### src/rtl/airlink_dsp_pkg.sv
// Shared constants and types for the airlink DSP user logic: sample width,
// saturation limits, CtrlPort shift register map and packet-tracking state.
package airlink_dsp_pkg;

    localparam int DEF_SAMP_W = 16;

    localparam logic [15:0] SAT_POS = 16'h7FFF;
    localparam logic [15:0] SAT_NEG = 16'h8000;

    localparam logic [19:0] SHIFT_REG_ADDR    = 20'h00010;
    localparam logic [4:0]  SHIFT_REG_DEFAULT = 5'd0;

    typedef enum logic {
        PKT_SOP  = 1'b0,
        PKT_BODY = 1'b1
    } pkt_state_t;

endpackage

### src/rtl/iq_sat_shift.sv
// Single-component clamp of a sign-extended, already-shifted value back into
// SAMP_W signed bits, with a flag marking that saturation occurred.
module iq_sat_shift
    import airlink_dsp_pkg::*;
#(
    parameter int SAMP_W = DEF_SAMP_W,
    parameter int EXT_W  = SAMP_W + 32
) (
    input  logic [EXT_W-1:0]  wide,
    output logic [SAMP_W-1:0] samp,
    output logic              sat
);

    logic in_range;

    // Representable iff every bit from the target sign bit upward agrees.
    assign in_range = (&wide[EXT_W-1:SAMP_W-1]) | ~(|wide[EXT_W-1:SAMP_W-1]);

    always_comb begin
        sat  = ~in_range;
        samp = wide[SAMP_W-1:0];
        if (!in_range) begin
            if (wide[EXT_W-1]) begin
                samp = {1'b1, {(SAMP_W-1){1'b0}}};
            end else begin
                samp = {1'b0, {(SAMP_W-1){1'b1}}};
            end
        end
    end

endmodule

### src/rtl/iq_shift_left_sat.sv
// Streaming sc16 gain stage: per-packet left shift of I and Q with saturation,
// two-stage AXI-Stream pipeline and a sticky saturation event counter.
module iq_shift_left_sat
    import airlink_dsp_pkg::*;
#(
    parameter int SAMP_W  = DEF_SAMP_W,
    parameter int SHIFT_W = 5,
    parameter int CNT_W   = 32
) (
    input  logic                  clk,
    input  logic                  reset,
    input  logic [SHIFT_W-1:0]    shift_cfg,
    input  logic                  clear_sat_cnt,
    input  logic [2*SAMP_W-1:0]   s_axis_tdata,
    input  logic                  s_axis_tlast,
    input  logic                  s_axis_tvalid,
    output logic                  s_axis_tready,
    output logic [2*SAMP_W-1:0]   m_axis_tdata,
    output logic                  m_axis_tlast,
    output logic                  m_axis_tvalid,
    input  logic                  m_axis_tready,
    output logic [CNT_W-1:0]      sat_count
);

    localparam int EXT_W = SAMP_W + 32;

    logic                     v1_reg;
    logic                     v2_reg;
    logic                     last1_reg;
    logic                     en1;
    logic                     en2;
    logic                     accept;
    logic                     load;
    pkt_state_t               pkt_state_reg;
    logic [SHIFT_W-1:0]       shift_lat_reg;
    logic [SHIFT_W-1:0]       shift_eff;
    logic [1:0][SAMP_W-1:0]   clamped;
    logic [1:0]               sat;
    logic [1:0]               sat_inc;
    logic [CNT_W:0]           cnt_sum;

    assign en2           = !v2_reg | m_axis_tready;
    assign en1           = !v1_reg | en2;
    assign s_axis_tready = en1;
    assign accept        = s_axis_tvalid & en1;
    assign load          = v1_reg & en2;
    assign m_axis_tvalid = v2_reg;

    // First beat of a packet takes the live register value; the rest reuse the latch.
    assign shift_eff = (pkt_state_reg == PKT_SOP) ? shift_cfg : shift_lat_reg;

    // Lane 0 is Q (low half), lane 1 is I (high half).
    generate
        for (genvar gi = 0; gi < 2; gi++) begin : g_lane
            logic [SAMP_W-1:0] comp_in;
            logic [EXT_W-1:0]  comp_ext;
            logic [EXT_W-1:0]  stage1_reg;

            assign comp_in  = s_axis_tdata[gi*SAMP_W +: SAMP_W];
            assign comp_ext = {{32{comp_in[SAMP_W-1]}}, comp_in};

            always_ff @(posedge clk) begin
                if (reset) begin
                    stage1_reg <= '0;
                end else if (accept) begin
                    stage1_reg <= comp_ext << shift_eff;
                end
            end

            iq_sat_shift #(
                .SAMP_W (SAMP_W),
                .EXT_W  (EXT_W)
            ) u_sat (
                .wide (stage1_reg),
                .samp (clamped[gi]),
                .sat  (sat[gi])
            );
        end
    endgenerate

    assign sat_inc = {1'b0, sat[0]} + {1'b0, sat[1]};
    assign cnt_sum = {1'b0, sat_count} + {{(CNT_W-1){1'b0}}, sat_inc};

    always_ff @(posedge clk) begin
        if (reset) begin
            v1_reg        <= 1'b0;
            v2_reg        <= 1'b0;
            last1_reg     <= 1'b0;
            m_axis_tdata  <= '0;
            m_axis_tlast  <= 1'b0;
            pkt_state_reg <= PKT_SOP;
            shift_lat_reg <= '0;
            sat_count     <= '0;
        end else begin
            if (en1) begin
                v1_reg <= s_axis_tvalid;
            end
            if (accept) begin
                last1_reg <= s_axis_tlast;
                if (pkt_state_reg == PKT_SOP) begin
                    shift_lat_reg <= shift_cfg;
                end
                pkt_state_reg <= s_axis_tlast ? PKT_SOP : PKT_BODY;
            end

            if (en2) begin
                v2_reg <= v1_reg;
                if (v1_reg) begin
                    m_axis_tdata <= clamped;
                    m_axis_tlast <= last1_reg;
                end
            end

            // A clear coinciding with a load keeps only that beat's events.
            if (clear_sat_cnt) begin
                sat_count <= load ? {{(CNT_W-2){1'b0}}, sat_inc} : '0;
            end else if (load) begin
                sat_count <= cnt_sum[CNT_W] ? '1 : cnt_sum[CNT_W-1:0];
            end
        end
    end

endmodule
### config.mk
export PLATFORM = sky130hd
export DESIGN_NAME = iq_shift_left_sat
export DESIGN_NICKNAME = d
export VERILOG_FILES = /design/src/rtl/airlink_dsp_pkg.sv /design/src/rtl/iq_sat_shift.sv /design/src/rtl/iq_shift_left_sat.sv
export SDC_FILE = /design/constraint.sdc
export NUM_CORES = 1
export LEC_CHECK = 0
export CAP_MARGIN = 10
export CORE_MARGIN = 1.5
export CORE_UTILIZATION = 55
export CTS_BUF_LIST = sky130_fd_sc_hd__clkbuf_16
export CTS_CLUSTER_SIZE = 16
export DETAILED_ROUTE_END_ITERATION = 10
export PLACE_DENSITY = 0.86
export SETUP_SLACK_MARGIN = 0.15
export SLEW_MARGIN = 0
export SYNTH_ARGS = -nofsm -noshare
export SYNTH_HDL_FRONTEND = slang
export SYNTH_SLANG_ARGS = --single-unit
### constraint.sdc
create_clock -name clk -period 4.8 [get_ports clk]
set_clock_uncertainty 0.2 [all_clocks]
set_input_delay 0.72 -clock clk [delete_from_list [all_inputs] [get_ports clk]]
set_output_delay 0.72 -clock clk [all_outputs]
set_load 0.01 [all_outputs]
==> results.yml <==
floorplan:
  io_pins: 110
  core_region_area_mm2: 0.0158
  die_area_mm2: 0.0169
  die_height_um: 130
  die_w_um: 130
  start_util: 0.562
  rows: 46
cts:
  cts_max_level: 4
  cts_sinks: 168
  clk_pin_slew_ns: 0.07
  cts-root-buf: "clkbuf_16"
  post_cts_buffers: 0
  cts_resized: 0
  cts_max_path_buffers: 2
  numCtsBuffers: 17
  tritoncts: "yes"
  insertion_delay_ns: 0.42
  holdBufCountCts: 0
cells_and_area:
  largest_reg_flops: 94
  n_antenna_cell: 0
  final_nets: 1186
  syn_to_final_growth_pct: 19.6
  final_cell_area_mm2: 0.0106
  fillers: 1282
  drive_gt1_frac: 0.0808
  instances_no_fill: 1367
logic_synthesis:
  yosys_warnings: 0
  synth_top_flop_cell: "dfxtp_1"
  ys_types: 75
  avgSynthCellArea_um2: 8.33
  synth-edff-count: 0
  synth_most_common_cell: "dfxtp_1"
  syn_area_mm2: 0.00890
  synth_common_cells: "168 x dfxtp_1, 152 x nand2_1, 98 x nor2_1"
  synthCells: 1068
  async_reset_ff_frac: 0
  synth.largest_area_cell: "dfxtp_1"
  synth_nets: 1115
  seq_area_frac_synth: 0.378
  ys_ff_latch: 168
  ys_top_cells_by_area: "dfxtp_1 38%, nand2_1 6.4%, a21oi_1 5.3%"
  synth_top_area_share: 0.378
timing:
  final_max_slew_viol_count: 0
  worst_pin_slew_ns: 0.914
  hold_violations: 0
  slew_headroom: 0.373
  whs_ns: 0.258
  fin_crit_ns: 4.22
  rsz0062_at_grt: "no"
  min_period_over_period: 0.878
  fmax_mhz: 237
  setup_viol: 0
  setup_tns_ns: 0
grt:
  grt_pass1_wl_mm: 43.3
  grt_max_degree: 63
  groute.usage.overall: 0.328
  grt_pass1_vias: 8187
  antenna_found_initial: 0
  gr-total-overflow: 0
placement:
  dpl.hpwl_mm: 19.7
  placed_area_mm2: 0.0101
  globalplace.congestion: 0.988
  dp_cells: 1336
  numPortBuffers: 109
critical_path:
  cp-start-kind: "flop"
  required_ns: 4.89
  crit_path_end_kind: "flop"
  cp_max_fo: 16
  arrival_ns: 4.31
  crit_type: "reg -> reg"
pwr:
  leakagePower_nw: 3.78
  p_per_area_mw_per_mm2: 347
  p_total_w: 0.00369
  ir_drop_uv: 230
drt:
  drtPass1Iterations: 8
  dr_total_vias: 9299
  via_per_inst: 6.80
  ant_nets: 0
  dr.first_iter.drc_count: 1523
  routedWlPerCell_um: 20.2
  drt_drc_violations_left: 0
  totalWireLength_mm: 27.6
min_path:
  hold_class: "reg -> reg"
job:
  drv_cap: 0
outcome:
  outcome: "finished, final reports clean"
## through the flow
step	utilization	worst slack, ns
6_report	0.672	0.585
3_5_place_dp	0.636	0.691
2_1_floorplan	-	0.735
3_3_place_gp	0.636	0.863
5_1_grt	0.672	0.371
4_1_cts	0.672	0.665
## routing by layer
| metal | routed length (um) | share of wire | global-route usage | vias to the layer above |
|---|---|---|---|---|
| met3 | 2950 | 0.11 | 0.0648 | 106 |
| li1 | - | - | - | 4196 |
| met4 | 1060 | 0.039 | 0.145 | 0 |
| met5 | 0 | 0 | 0 | - |
| met2 | 12200 | 0.44 | 0.507 | 684 |
| met1 | 11400 | 0.41 | 0.447 | 4313 |
## kinds of logic (layout without fill, tap and decap cells)
family          Yosys count  after routing  synth area share
mux                      75             75             0.120
flops                   168            168             0.378
fa+ha+maj                 4              4           0.00647
compound gates          354            354             0.257
buf+inv                  81            164            0.0404
simple gates            386            386             0.199
## cells in the final DEF (no fill, tap or decap), drive strengths merged, types with 4 or more instances in the layout
cell	instances
mux2i	41
o2bb2ai	5
a31oi	23
or4	5
a221o	6
a311oi	6
nand3	26
and4	4
mux2	13
o22ai	10
nand2	152
clkdlybuf4s50	108
a211oi	14
and3	10
a21oi	95
nor2	99
nand4	25
o221ai	6
a32oi	4
clkinv	6
a22oi	27
o211ai	6
dfxtp	168
buf	20
mux4	21
inv	9
and2	9
nor4	18
clkbuf	17
a211o	4
o21ai	93
a22o	13
nor3	29
## where the power goes
group	switching [W]	internal [W]
sequential	0.0000674	0.00148
clock	0.000566	0.000811
combinational	0.000465	0.000299
## worst max-delay path: stages, from the launching register on
cell	delay [ns]
dfxtp_1	0.38
nand4_1	0.15
or4_1	0.54
o21ai_1	0.14
buf_4	0.21
nand2_1	0.08
ha_1	0.32
ha_1	0.22
fa_1	0.40
and2_1	0.22
and4_1	0.29
nand3_1	0.42
nand2_1	0.19
o21ai_0	0.23
a21oi_1	0.09
## layout make-up
| type | instances | area, um^2 | area share |
|---|---|---|---|
| flip-flops and latches | 168 | 3360 | 0.316 |
| inverters | 5 | 18.8 | 0.00176 |
| clock buffers | 17 | 425 | 0.0400 |
| clock inverters | 14 | 158 | 0.0148 |
| repair buffers | 128 | 1230 | 0.115 |
| well taps | 216 | 270 | 0.0254 |
| multi-input cells | 819 | 5180 | 0.487 |
## path summary, 6_finish.rpt
check	endpoint	start	slack (ns)	cells after the start
worst max-delay path	sat_count[9]	g_lane[1].stage1_reg[20]	0.58	14
worst max register to register	sat_count[9]	g_lane[1].stage1_reg[20]	0.58	14
worst min register to register	g_lane[1].stage1_reg[8]	g_lane[1].stage1_reg[8]	0.26	2
worst min-delay path	g_lane[1].stage1_reg[8]	g_lane[1].stage1_reg[8]	0.26	2
(Power assumes the default switching activity.)
